File: src/rtl/case_conv_pkg.sv
// case_conv_pkg
//   Shared definitions for the case-converting two-requester scheduler:
//   mode encodings, arbiter state encoding and ASCII letter bounds.
package case_conv_pkg;

   typedef enum logic [1:0] {
      MODE_PASS  = 2'b00,
      MODE_UPPER = 2'b01,
      MODE_LOWER = 2'b10,
      MODE_SWAP  = 2'b11
   } mode_t;

   typedef enum logic [1:0] {
      ST_IDLE = 2'b00,
      ST_OWN0 = 2'b01,
      ST_OWN1 = 2'b10
   } arb_state_t;

   localparam logic [7:0] UPPER_LO = 8'h41;
   localparam logic [7:0] UPPER_HI = 8'h5A;
   localparam logic [7:0] LOWER_LO = 8'h61;
   localparam logic [7:0] LOWER_HI = 8'h7A;

endpackage

File: src/rtl/case_conv_core.sv
// case_conv_core
//   Purely combinational ASCII case converter. Only bytes inside the two
//   letter ranges are ever changed, and only bit 5 is flipped.
//   Ports:
//     i_byte  [7:0]  input byte
//     i_mode  [1:0]  pass / upper / lower / swap
//     o_byte  [7:0]  converted byte
module case_conv_core
   import case_conv_pkg::*;
(
   input  logic [7:0] i_byte,
   input  logic [1:0] i_mode,
   output logic [7:0] o_byte
);

   logic w_is_upper;
   logic w_is_lower;
   logic w_flip;

   assign w_is_upper = (i_byte >= UPPER_LO) && (i_byte <= UPPER_HI);
   assign w_is_lower = (i_byte >= LOWER_LO) && (i_byte <= LOWER_HI);

   always_comb begin
      w_flip = 1'b0;
      case (i_mode)
         MODE_UPPER: w_flip = w_is_lower;
         MODE_LOWER: w_flip = w_is_upper;
         MODE_SWAP:  w_flip = w_is_upper || w_is_lower;
         default:    w_flip = 1'b0;
      endcase
   end

   assign o_byte = i_byte ^ {2'b00, w_flip, 5'b00000};

endmodule

File: src/rtl/case_conv_sched.sv
// case_conv_sched
//   Two requesters share one case converter and one output register.
//   Handshake: a transfer happens on a rising edge where valid and ready are
//   both high; valid never waits on ready, and m_data/m_id hold while
//   m_valid is high and m_ready is low.
//   Arbitration is burst-limited round robin: the owner keeps the grant for
//   up to BURST consecutive bytes while the other side waits, and hands over
//   in the same cycle it stops (no idle cycle on a switch).
//   Ports:
//     clk, rst                      clock, async active-high reset
//     s0_valid/s0_data/s0_mode      requester 0 byte, mode
//     s0_ready                      requester 0 accepted
//     s1_*                          same for requester 1
//     m_valid/m_data/m_id/m_ready   converted byte output stream
//     busy                          any activity (held byte or pending input)
//     o_dbg_state [1:0]             arbiter state for observation
module case_conv_sched
   import case_conv_pkg::*;
#(
   parameter int BURST = 4
) (
   input  logic       clk,
   input  logic       rst,
   input  logic       s0_valid,
   input  logic [7:0] s0_data,
   input  logic [1:0] s0_mode,
   output logic       s0_ready,
   input  logic       s1_valid,
   input  logic [7:0] s1_data,
   input  logic [1:0] s1_mode,
   output logic       s1_ready,
   output logic       m_valid,
   output logic [7:0] m_data,
   output logic       m_id,
   input  logic       m_ready,
   output logic       busy,
   output logic [1:0] o_dbg_state
);

   localparam logic [3:0] BURST_C = 4'(BURST);

   arb_state_t r_state;
   logic [3:0] r_cnt;
   logic       r_last_id;
   logic       r_m_valid;
   logic [7:0] r_m_data;
   logic       r_m_id;

   logic       w_load_ok;
   logic       w_cnt_full;
   logic       w_gnt_vld;
   logic       w_gnt_id;
   logic       w_accept;
   arb_state_t w_own;
   logic [7:0] w_sel_data;
   logic [1:0] w_sel_mode;
   logic [7:0] w_conv;

   assign w_load_ok  = !r_m_valid || m_ready;
   assign w_cnt_full = (r_cnt >= BURST_C);

   // Grant is a function of current state and valids only, so a change of
   // owner is decided and served in the same cycle.
   always_comb begin
      w_gnt_vld = 1'b0;
      w_gnt_id  = 1'b0;
      case (r_state)
         ST_OWN0: begin
            if (s0_valid && (!w_cnt_full || !s1_valid)) begin
               w_gnt_vld = 1'b1;
               w_gnt_id  = 1'b0;
            end else if (s1_valid) begin
               w_gnt_vld = 1'b1;
               w_gnt_id  = 1'b1;
            end
         end
         ST_OWN1: begin
            if (s1_valid && (!w_cnt_full || !s0_valid)) begin
               w_gnt_vld = 1'b1;
               w_gnt_id  = 1'b1;
            end else if (s0_valid) begin
               w_gnt_vld = 1'b1;
               w_gnt_id  = 1'b0;
            end
         end
         default: begin
            if (s0_valid && s1_valid) begin
               w_gnt_vld = 1'b1;
               w_gnt_id  = ~r_last_id;
            end else if (s0_valid) begin
               w_gnt_vld = 1'b1;
               w_gnt_id  = 1'b0;
            end else if (s1_valid) begin
               w_gnt_vld = 1'b1;
               w_gnt_id  = 1'b1;
            end
         end
      endcase
   end

   // The granted requester is always valid, so ready doubles as the
   // acceptance strobe.
   assign w_accept = w_gnt_vld && w_load_ok && !rst;
   assign s0_ready = w_accept && !w_gnt_id;
   assign s1_ready = w_accept &&  w_gnt_id;

   assign w_own      = w_gnt_id ? ST_OWN1 : ST_OWN0;
   assign w_sel_data = w_gnt_id ? s1_data : s0_data;
   assign w_sel_mode = w_gnt_id ? s1_mode : s0_mode;

   case_conv_core u_core (
      .i_byte (w_sel_data),
      .i_mode (w_sel_mode),
      .o_byte (w_conv)
   );

   // Arbiter. cnt counts bytes served in the current ownership; the byte
   // that opens an ownership is its first, so a switch reloads cnt with 1.
   // With load_ok low the arbiter is frozen, except that losing all valids
   // always returns it to IDLE.
   always_ff @(posedge clk or posedge rst) begin
      if (rst) begin
         r_state   <= ST_IDLE;
         r_cnt     <= 4'd0;
         r_last_id <= 1'b1;
      end else if (!s0_valid && !s1_valid) begin
         r_state <= ST_IDLE;
         r_cnt   <= 4'd0;
      end else if (w_accept) begin
         r_last_id <= w_gnt_id;
         if (r_state == w_own) begin
            r_cnt <= w_cnt_full ? r_cnt : r_cnt + 4'd1;
         end else begin
            r_state <= w_own;
            r_cnt   <= 4'd1;
         end
      end
   end

   always_ff @(posedge clk or posedge rst) begin
      if (rst) begin
         r_m_valid <= 1'b0;
         r_m_data  <= 8'h00;
         r_m_id    <= 1'b0;
      end else if (w_load_ok) begin
         r_m_valid <= w_accept;
         if (w_accept) begin
            r_m_data <= w_conv;
            r_m_id   <= w_gnt_id;
         end
      end
   end

   assign m_valid     = r_m_valid;
   assign m_data      = r_m_data;
   assign m_id        = r_m_id;
   assign busy        = r_m_valid || s0_valid || s1_valid;
   assign o_dbg_state = r_state;

endmodule

File: config.mk
export PLATFORM = sky130hd
export DESIGN_NAME = case_conv_sched
export DESIGN_NICKNAME = d
export VERILOG_FILES = /design/src/rtl/case_conv_pkg.sv /design/src/rtl/case_conv_core.sv /design/src/rtl/case_conv_sched.sv
export SDC_FILE = /design/constraint.sdc
export NUM_CORES = 1
export LEC_CHECK = 0
export CAP_MARGIN = 0
export CORE_MARGIN = 3
export CORE_UTILIZATION = 40
export CTS_CLUSTER_DIAMETER = 50
export DETAILED_ROUTE_END_ITERATION = 8
export PLACE_DENSITY = 0.76
export SLEW_MARGIN = 20
export SYNTH_ARGS = -nofsm -noshare
export SYNTH_HDL_FRONTEND = slang
export SYNTH_HIERARCHICAL = 1
export SYNTH_SLANG_ARGS = --single-unit
File: constraint.sdc
create_clock -name clk -period 3.1 [get_ports clk]
set_input_delay 0.62 -clock clk [delete_from_list [all_inputs] [get_ports clk]]
set_output_delay 0.62 -clock clk [all_outputs]
set_load 0.02 [all_outputs]
* Word level (Yosys, flattened, before mapping)
Cells that the tools add are included.
** Cells by class
- Add/sub/neg operators :: 1
- Magnitude comparators :: 5
- Equality and inequality tests :: 8
- Multiplexer cells :: 23
- Bitwise logic cells :: 3
- Reductions and logical operators :: 27
** Operators by type and width (number)
- $ge 8x7->1 const B :: 2
- $le 8x7->1 const B :: 2
- $mux 4 :: 4
- $logic_and 1x1->1 :: 10
- $mux 1 :: 10
- $mux 2 :: 5
- $mux 8 :: 1
- $reduce_and 2->1 :: 4
- $xor 8x6->8 :: 1
- $eq 2x2->1 const B :: 3
- $logic_not 1->1 :: 6
- $logic_or 1x1->1 :: 6
- $add 4x1->4 const B :: 1
- $eq 2x1->1 const B :: 2
- $ge 4x3->1 const B :: 1
- $pmux 1 s2 :: 2
- $ne 3x3->1 const B :: 1
- $pmux 1 s3 :: 1
- $eq 2x2->1 :: 1
- $ne 2x2->1 const B :: 1
- $not 1->1 :: 2
- $reduce_bool 2->1 :: 1
** Storage, ports and cells
- Bits in registers :: 17
- Output and inout bits :: 15
- Logic and storage cells :: 73

* Longest topological paths before layout
- Depth in word-level cells :: 12
- Depth in mapped cells :: 12

* Modules after synthesis
The synthesis kept the hierarchy.
** Modules (own cells, without submodules)
- case_conv_sched :: times used 1, cells an instance 90, area an instance 996.0 um^2, seq. area each 426.7 um^2
- case_conv_core :: times used 1, cells an instance 16, area an instance 107.6 um^2, seq. area each 0.0 um^2

* Worst setup path after synthesis
Ideal clock, no wire load.
- Kind :: register to register
- Start :: register r_state[0] (netlist: o_dbg_state[0])
- End :: register r_m_data[5] (netlist: m_data[5])
- Library setup time :: 0.125 ns
- Data arrival time :: 3.175 ns
- Data required time :: 2.975 ns
- Path slack :: -0.200 ns
- Cell stages (with the launch flop) :: 13
- Clock period less this slack :: 3.300 ns
- Cells stage by stage :: dfrtp_1 inv_1 ha_1 or3b_2 o211ai_1 nor2_1 buf_6 mux2_4 or4_1 o22ai_2 or4_1 nand2_1 mux2_2
** Between the ends
- Longest elaborated chain between the ends :: 8
- Elaborated cells on any way between the ends :: 21
- Classes of those cells :: 4 x order compare; 5 x eq/ne; 5 x mux; 1 x bitwise; 6 x reduce/logical
** Ends and longest elaborated chain
- from (decl) :: line case_conv_sched.sv:42 : arb_state_t r_state;
- from (signal assigned) :: line case_conv_sched.sv:134 : r_state <= w_own;
- $eq 2x2->1 / $eq 2x1->1 (equally long branches) :: line case_conv_sched.sv:67 : case (r_state)
- $pmux 1 s2 (*) :: line case_conv_sched.sv:67
- $mux 8 (*) :: line case_conv_sched.sv:108 : assign w_sel_data = w_gnt_id ? s1_data : s0_data;
- via w_sel_data[2] :: line case_conv_sched.sv:55 : logic [7:0] w_sel_data;
- $ge 8x7->1, or another cell as far along :: line case_conv_core.sv:20 : assign w_is_upper = (i_byte >= UPPER_LO) && (i_byte <= UPPER_HI);
- $logic_and 1x1->1, on equally long branches :: line case_conv_core.sv:20, case_conv_core.sv:21
- $logic_or 1x1->1 :: line case_conv_core.sv:28 : MODE_SWAP: w_flip = w_is_upper || w_is_lower;
- $pmux 1 s3 (*) :: line case_conv_core.sv:25 : case (i_mode)
- $xor 8x6->8 (*) :: line case_conv_core.sv:33 : assign o_byte = i_byte ^ {2'b00, w_flip, 5'b00000};
- via w_conv[5] :: line case_conv_sched.sv:57 : logic [7:0] w_conv;
- to (signal assigned) :: line case_conv_sched.sv:148 : r_m_data <= w_conv;
- to (decl) :: line case_conv_sched.sv:46 : logic [7:0] r_m_data;
Mark *: on every way through the listed nets, which the timed path passes. The rest lies on a longest branch.
A chain may end at the register's enable or synchronous reset.

* Worst setup path after layout
- Start :: register r_state[1] (netlist: o_dbg_state[1])
- End :: register r_m_data[5] (netlist: m_data[5])
The elaborated chain is that of the path after synthesis.

==> key figures <==
Timing
  – Final hold vios: 0
  – Final worst-path cycle share: 0.978
  – RSZ-0062 raised after global routing: true
  – Max-slew violations: 0
  – Final setup violation count: 0
  – Final Skew: approximately 0.0032 ns
  – Setup ws final: between 0.06 and 0.07 ns
  – Minimum clock period: 3.03 ns
  – Fmax: between 300 and 400 MHz
  – Least-Margin Pin Slew: roughly 0.40 ns
  – Final hold slack: between 0.5 and 0.6 ns
  – Slew margin rel.: 0.730

Routing
  – Vias per inst: between 5 and 6
  – DR WL/cell: 13.3 um
  – Wirelength, routed: about 2400 um
  – Via count: about 960
  – Post-route DRC: 0
  – Initial DRC Count: 22
  – Post-DRT Antenna Nets: 0
  – Drt first pass iters: 4

Placed design
  – IO Port Bufs: 39
  – Dpl hpwl: between 1500 and 2000 um
  – Routability Congestion: around 0.80
  – Pre-CTS WS: -0.567 ns

Clocking
  – Clock transition at path regs: roughly 0.10 ns
  – # H-tree levels: 1
  – # hold bufs at CTS: 0
  – Root buf cell: clkbuf_4
  – Clk Latency, worst-skew pair: 0.28 ns
  – Cts bufs inserted: 3
  – Clock tree buffer depth: 2
  – CTS tree: built
  – Clock sink count: 17

Cells and area
  – Area Growth Syn to Fin: 49.2%
  – Fillers: 221
  – Nets@finish: around 180
  – Layout cells sized above 1: 0.318
  – ANT cells: 0

Flow run
  – Max cap viols: 0

Yosys
  – Synthesized cell area: 1100 um2
  – YS warnings: 6
  – Yosys top cell by area: dfrtp_1
  – Syn Area/Cell: between 10 and 15 um2
  – Syn_nets: approximately 130
  – Largest cells by area after synthesis: dfrtp_1, mux2_4, mux2_2, buf_4, ha_1
  – Cells after Synth: around 110
  – Number of synthesized register bits: 17
  – Proportion of synthesized chip area in sequential cells: 0.387
  – Top-area cell type share of the netlist area: 0.363
  – Synth cell types: 34

Power and ir drop
  – Leakage: 0.000716 uW
  – VDD IR max: approximately 340 uV
  – Power per cell area: slightly above 500 nW/um2

Setup path
  – Slowest CP cell: or4_4
  – Critical path launch point type: flop
  – CP Launch Point: o_dbg_state[1]
  – CP bufs+invs: 2
  – Reg-to-Reg Start: o_dbg_state[1]
  – CP endpoint kind: flop
  – CP top delay family: simple AND/OR/NAND/NOR gates
  – Max FO, Critical Path: 7
  – Setup crit end: m_data[5]
  – CP Class: reg -> reg
  – CP Depth: 12
  – R2R cell count: 12
  – CP cell instances: inv_1 > ha_2 > or3b_4 > o211ai_1 > buf_4 > nor2_4 > mux2_4 > or4_4 > o22ai_4 > or4_4 > nand2_1 > mux2_4
  – Reg-to-Reg End: m_data[5]
  – CP arrival: 3.21 ns
  – R2r setup slk: slightly below 0.07 ns
  – Worst Path Required: 3.27 ns
  – CP max stage delay: around 0.55 ns

Global routing
  – Initial antenna violation count: 0
  – GRT Residual Overflow: 0
  – GRT Util Overall: 0.158
  – Vias in the first global route: around 1000
  – Largest net degree at the start of global routing: 19
  – First-pass GRT wire length: around 4200 um

Die
  – Initial core utilization: 0.434
  – Die area: between 3000 and 4000 um2
  – IO Count: 40
  – Die H: approximately 59 um
  – Rows: 18
  – Core Area: 2540 um2
  – Die X: between 50 and 60 um

Run status
  – Status: finished clean

Hold path
  – Hold path startpoint: r_last_id
  – Hold crit path type: reg -> reg
-- through the flow --
stage | cells | TNS (ns) | area (um2) | utilization | power (uW)
final | 184 | 0 | 1650 | 0.647 | 841
after CTS | 182 | 0 | 1620 | 0.635 | 834
after global placement | 174 | -1.23 | 1550 | 0.607 | 688
after detailed placement | 174 | -1.43 | 1550 | 0.607 | 698
after floorplan | 106 | 0 | 1120 | - | 552
after global routing | 184 | -0.0346 | 1650 | 0.647 | 896
-- cells in the final DEF (no fill, tap or decap), types with 2 or more instances in the layout --
cell and n:
a211oi_1 3, a21oi_1 3, a31oi_1 3, buf_4 15
clkbuf_4 3, clkdlybuf4s50_1 36, dfrtp_1 14, dfrtp_2 2
dlygate4sd2_1 3, inv_1 6, mux2_2 8, mux2_4 10
nand2_1 7, nand3_1 3, nor2_1 7, nor3_1 2
o21ai_0 4, or4_4 2
-- flip-flops by register name, summed over array words and instances (netlist names) --
register	flops
m_data	8
r_cnt	4
m_id	1
o_dbg_state	2
r_last_id	1
m_valid	1
-- power breakdown --
part	internal [uW]	total [uW]	switching, uW
combinational	238	425	187
clock	49.9	115	64.9
sequential	271	300	29.2
total	559	841	281
-- timing repair --
item | in CTS | in global routing
gates resized for setup | 8 | 3
setup buffers | 4 | 2
endpoints found under the setup margin | 3 | 1
hold endpoints to repair | 0 | 0
pin swaps | 5 | 6
-- Yosys cell counts (all sizes together) --
master   count
mux2        18
dfrtp       16
buf          9
nor2         8
inv          7
nand2        7
a211oi       4
o21ai        4
a21oi        3
a31oi        3
ha           3
nand3        3
nor3         2
or3b         2
or4          2
a211o        1
a21boi       1
a21o         1
and2         1
and3         1
clkbuf       1
dfstp        1
nand2b       1
o2111ai      1
o211a        1
o211ai       1
o221ai       1
o22ai        1
o31ai        1
or3          1
-- logic make-up after synthesis --
group	share of synthesized area
AOI/OAI and AO/OA	0.151
adders and majority gates	0.0340
buffers and inverters	0.0884
DFF	0.387
muxes	0.214
and+or+nand+nor	0.126
-- worst min path at each step --
| stage | end | slack, ns | cells after the start |
|---|---|---|---|
| 2_1_floorplan | r_last_id | 0.46 | 2 |
| 3_3_place_gp | r_last_id | 0.48 | 2 |
| 3_5_place_dp | r_last_id | 0.49 | 2 |
| 4_1_cts | r_last_id | 0.50 | 2 |
| 5_1_grt | m_data[1] | 0.54 | 1 |
| 6_report | r_last_id | 0.50 | 2 |
-- metal layers --
metal	track usage	up-vias	wire [um]
met5	0	-	0
met4	0.0497	0	10
met3	0.0351	2	179
met2	0.289	35	1210
met1	0.181	446	1040
li1	-	479	-
-- layout make-up --
cell class              count  area (um2)  share of cell area
inverters                   7        26.3              0.0160
repair buffers             54         499               0.303
flip-flops and latches     17         429               0.261
well taps                  30        37.5              0.0228
clock buffers               4        26.3              0.0160
multi-input cells          72         628               0.381
-- worst reg2reg max path: stages (launching register included) --
cell,delay (ns)
dfrtp_2,0.43
inv_1,0.07
ha_2,0.19
or3b_4,0.40
o211ai_1,0.19
buf_4,0.16
nor2_4,0.06
mux2_4,0.32
or4_4,0.55
o22ai_4,0.12
or4_4,0.14
nand2_1,0.04
mux2_4,0.26
No activity file was read; power rests on OpenSTA's default activity.
==> variant 1, RTL diff (same flow settings) <==
Register the output `o_dbg_state` once more, with the module's reset; this adds one clock of latency there. The other outputs are not delayed to match.
--- a/src/rtl/case_conv_sched.sv
+++ b/src/rtl/case_conv_sched.sv
@@ -155,7 +155,13 @@
    assign m_data      = r_m_data;
    assign m_id        = r_m_id;
    assign busy        = r_m_valid || s0_valid || s1_valid;
-   assign o_dbg_state = r_state;
+   always_ff @(posedge clk or posedge rst) begin
+      if (rst) begin
+         o_dbg_state <= '0;
+      end else begin
+         o_dbg_state <= r_state;
+      end
+   end
 
 endmodule
 
Behaviour: not the same (a bounded check fails within 4 cycles, from zero or initial values and one cycle with rst high).
==> variant 1 against the original RTL <==
- utilization is 4.3 points lower
- clock skew is 2.5 ps higher
- first-iteration DRC count is 27% higher
- combinational power is 7.8% lower
- sequential cell count is 2 higher
- clock power is 4% higher
- die area is 7.1% higher
- critical path type is now in -> reg
- routed wire length is 7.8% higher
- global-route usage is 0.40 points lower
- synthesized area is 7.9% higher
- design area is 2.9% higher
- worst setup slack better by 130 ps
- power is 0.95% lower
==> variant 1: results (changes against the original RTL) <==
{| class="wikitable"
! Metric !! Value
|-
| Synth unique cells || 37 (+8.8%)
|-
| Max reg flops || 8 (unchanged)
|-
| Synthesized netlist net count || 150 (+12%)
|-
| Depth of the worst register-to-register path || 13 (+1)
|-
| 1st-iter DRT viols || 28 (+27%)
|-
| Max stage delay cell, worst path || sky130_fd_sc_hd__or4_1
|-
| Maximum fanout along the worst path || 8 (+1)
|-
| Launching point of the worst reg2reg path || r_state[0]$_DFFE_PP0P_
|-
| Gpl congestion || 0.860 (+7.6%)
|-
| Worst setup timing slack at the placement stage || -92.2 ps (+475 ps)
|-
| Destination of the worst hold path || o_dbg_state[0]$_DFF_PP0_
|-
| Number of filler instances in the final layout || 247 (+12%)
|-
| First element of the critical path || s0_valid
|-
| Predominant post-synthesis flop cell || sky130_fd_sc_hd__dfrtp_1
|-
| Proportion of layout cells with a drive suffix above 1 || 0.218 (-0.101)
|-
| Instance count of the mapped netlist || 122 (+15%)
|-
| Worst-case hold slack || 469 ps (-31.5 ps)
|-
| Post-DP Area || 1670 um2 (+8.1%)
|-
| Most common library cells after synthesis || sky130_fd_sc_hd__nand2_1 (34), sky130_fd_sc_hd__dfrtp_1 (18), sky130_fd_sc_hd__mux2_4 (8)
|-
| Largest net degree at the start of global routing || 20 (+1)
|-
| Post-CTS setup buffer count || 0 (-4)
|-
| Post-synthesis compound-gate area fraction || 0.120 (-0.0310)
|-
| Post-synthesis adder-cell area fraction || 0.0315 (-0.00250)
|-
| Ranking of synthesized cells by area || sky130_fd_sc_hd__dfrtp_1 (38%), sky130_fd_sc_hd__nand2_1 (11%), sky130_fd_sc_hd__mux2_4 (10%)
|-
| Final critical path time including I/O delays and setup || 2900 ps (-129 ps)
|-
| Via count of the first global-routing pass || 1075 (+6.9%)
|-
| Overall Global Routing Usage || 0.154 (-0.00401)
|-
| Min-delay worst type || reg -> reg
|-
| Outcome || completed
|-
| Worst reg2reg setup slack || 220 ps (+150 ps)
|-
| Leak Pwr || 0.799 nW (+12%)
|-
| Routed length per placed instance || 13.1 um (-1.3%)
|-
| Worst clock skew || 5.66 ps (+2.46 ps)
|-
| VDD IR max || 0.202 mV (-40%)
|-
| Start point of the worst min-delay path || r_state[0]$_DFFE_PP0P_
|-
| Global-route wire length before repair || 4.26 mm (+0.83%)
|-
| Switch share || 0.336 (+0.00168)
|-
| Hold violation count in the final report || 0 (unchanged)
|-
| Transition time at the pin with the least slew margin || 361 ps (-42.5 ps)
|-
| Proportion of synthesized area in mux cells || 0.137 (-0.0777)
|-
| Detailed-placement wirelength estimate || 2.23 mm (+12%)
|-
| Cell depth of the worst hold path || 0 (-2)
|-
| Crit path DAT || 3100 ps (-110 ps)
|-
| Total via count after detailed routing || 1041 (+8.2%)
|-
| Seq/Total Area, Yosys || 0.400 (+0.0136)
|}
-- variant 1: final cells by class --
cell class              count  share of cell area
clock buffers               4              0.0155
well taps                  31              0.0229
inverters                   6              0.0133
repair buffers             53               0.298
multi-input cells          88               0.369
flip-flops and latches     19               0.281
-- variant 1: what timing repair did --
item / in CTS / in global routing
endpoints found under the hold margin: 0 / 0
hold buffers: 0 / 0
endpoints found under the setup margin: 2 / 0
gates resized for setup: 2 / 0
-- variant 1: power by group through the flow --
stage,Combinational [W],Sequential (W),Clock [W]
floorplan,0.000208,0.000359,0
CTS,0.000396,0.000321,0.000126
detailed placement,0.000397,0.000326,0
global route,0.000419,0.000326,0.000141
global placement,0.000386,0.000324,0
finish,0.000392,0.000320,0.000120
-- variant 1: routing by layer --
metal | global-route usage | up-vias | share of wire
met3 | 0.0404 | 4 | 0.066
met4 | 0.0681 | 0 | 0.010
met2 | 0.296 | 37 | 0.52
met5 | 0 | - | 0
met1 | 0.152 | 492 | 0.41
li1 | - | 508 | -
==> variant 2, RTL diff (same settings) <==
Without the edit above. Add an input register stage for `s0_mode` and `s1_mode`, without a reset; this delays them by one clock. The other inputs are not delayed to match.
--- a/src/rtl/case_conv_sched.sv
+++ b/src/rtl/case_conv_sched.sv
@@ -38,6 +38,14 @@
 );
 
    localparam logic [3:0] BURST_C = 4'(BURST);
+
+   logic [1:0] s0_mode_q;
+   logic [1:0] s1_mode_q;
+
+   always_ff @(posedge clk) begin
+      s0_mode_q <= s0_mode;
+      s1_mode_q <= s1_mode;
+   end
 
    arb_state_t r_state;
    logic [3:0] r_cnt;
@@ -106,7 +114,7 @@
 
    assign w_own      = w_gnt_id ? ST_OWN1 : ST_OWN0;
    assign w_sel_data = w_gnt_id ? s1_data : s0_data;
-   assign w_sel_mode = w_gnt_id ? s1_mode : s0_mode;
+   assign w_sel_mode = w_gnt_id ? s1_mode_q : s0_mode_q;
 
    case_conv_core u_core (
       .i_byte (w_sel_data),
Formal check against the unedited RTL: not equivalent (a bounded check fails within 4 cycles, from zero or initial values and one cycle with rst high).
==> variant 2 against the original RTL <==
- critical path depth stayed put
- synthesized area rose by 15%
- design area increased by 12%
- routed wire length increased by 28%
- worst setup slack better by 90 ps
- via count up 16%
- sequential cell count rose by 4
- global-route usage up 1.0 points
- largest cell class unchanged
Power is not compared: it rests on default switching activity, and its combinational part moved more than twofold at a synthesized area within 25%.
==> variant 2: results (changes against the original RTL) <==
{| class="wikitable"
! Metric !! Value
|-
| Wire length on met1 || 1.23 mm (+18%)
|-
| Max stage delay cell, worst path || sky130_fd_sc_hd__or4_1
|-
| Worst clock skew || 0.790 ps (-2.41 ps)
|-
| Worst setup timing slack at the placement stage || -321 ps (+246 ps)
|-
| Most common library cells after synthesis || sky130_fd_sc_hd__nand2_1 (36), sky130_fd_sc_hd__dfrtp_1 (16), sky130_fd_sc_hd__a21oi_1 (7), sky130_fd_sc_hd__buf_4 (7), sky130_fd_sc_hd__mux2_4 (7)
|-
| Synth unique cells || 43 (+26%)
|-
| Proportion of synthesized area in mux cells || 0.138 (-0.0761)
|-
| Overall Global Routing Usage || 0.168 (+0.0105)
|-
| Total via count after detailed routing || 1113 (+16%)
|-
| Outcome || completed
|-
| Number of filler instances in the final layout || 248 (+12%)
|-
| Max transition margin || 0.554 (-0.176)
|-
| Largest net degree at the start of global routing || 18 (-1)
|-
| Crit path DAT || 3140 ps (-70 ps)
|-
| Global-route wire length before repair || 5.38 mm (+27%)
|-
| Seq/Total Area, Yosys || 0.400 (+0.0132)
|-
| Final nets || 212 (+16%)
|-
| Via count of the first global-routing pass || 1255 (+25%)
|-
| Async SR Flop Fraction || 0.810 (-0.190)
|-
| Proportion of layout cells with a drive suffix above 1 || 0.262 (-0.0559)
|-
| Post-synthesis compound-gate area fraction || 0.152 (+0.00123)
|-
| Gpl congestion || 0.846 (+5.8%)
|-
| Detailed-placement wirelength estimate || 2.51 mm (+26%)
|-
| 1st-iter DRT viols || 21 (-4.5%)
|-
| Routed length per placed instance || 13.9 um (+4.6%)
|-
| Met2 Routed Length || 1.69 mm (+39%)
|-
| Post-synthesis adder-cell area fraction || 0.0296 (-0.00440)
|}
[variant 2: worst paths after layout]
kind / endpoint / depth (start not counted) / slack, ps / from
hold / removal: m_data[0]$_DFFE_PP0P_ / 2 / 480 / m_data[0]$_DFFE_PP0P_
setup reg to reg: m_data[5]$_DFFE_PP0P_ / 12 / 160 / o_dbg_state[0]$_DFFE_PP0P_
max in group asynchronous: o_dbg_state[0]$_DFFE_PP0P_ / 2 / 1830 / rst
min in group asynchronous: o_dbg_state[1]$_DFFE_PP0P_ / 2 / 810 / rst
setup / recovery: m_data[5]$_DFFE_PP0P_ / 12 / 160 / o_dbg_state[0]$_DFFE_PP0P_
hold reg to reg: m_data[0]$_DFFE_PP0P_ / 2 / 480 / m_data[0]$_DFFE_PP0P_
[variant 2: metal layers]
layer  track usage  vias up
li1              -      550
met4        0.0441        0
met2         0.333       37
met3        0.0306        4
met1         0.181      522
met5             0        -
[variant 2: per-stage QoR]
step | cells | util | instance area, um2
finish | 225 | 0.639 | 1840
global route | 225 | 0.639 | 1840
floorplan | 131 | - | 1270
detailed placement | 220 | 0.617 | 1780
CTS | 224 | 0.632 | 1820
global placement | 220 | 0.617 | 1780
[variant 2: final cells by class]
type | count | area [um2] | share of cell area
inverters | 5 | 18.8 | 0.0102
well taps | 42 | 52.6 | 0.0286
multi-input cells | 96 | 708 | 0.385
flip-flops and latches | 21 | 508 | 0.276
repair buffers | 57 | 526 | 0.286
clock buffers | 4 | 26.3 | 0.0143
[variant 2: cell families (layout without fill, tap and decap cells)]
group	after synthesis	in the layout
adders and majority gates	3	3
buffers and inverters	15	66
muxes	13	13
and+or+nand+nor	56	57
AOI/OAI and AO/OA	23	23
DFF	21	21
[variant 2: what timing repair did]
| item | 4_1_cts | 5_1_grt |
|---|---|---|
| buffers inserted | 0 | 0 |
| cloned | 0 | 1 |
| pin swaps | 1 | 3 |
| resized for setup | 5 | 3 |
| endpoints found under the setup margin | 2 | 3 |
[variant 2: power breakdown]
part | switching [W] | total [W] | leakage, nW | internal, W
clock network | 0.0000766 | 0.000127 | 0.0150 | 0.0000500
registers | 0.0000606 | 0.000414 | 0.244 | 0.000353
logic | 0.000433 | 0.000872 | 0.604 | 0.000439
total | 0.000570 | 0.00141 | 0.864 | 0.000842
[variant 2: worst reg2reg max path: cells and delay by family (launching register included)]
family | cells | cell delay, ps
adders and majority gates | 1 | 210
buffers and inverters | 1 | 60
AOI/OAI and AO/OA | 2 | 370
and+or+nand+nor | 7 | 1420
DFF | 1 | 440
muxes | 1 | 330
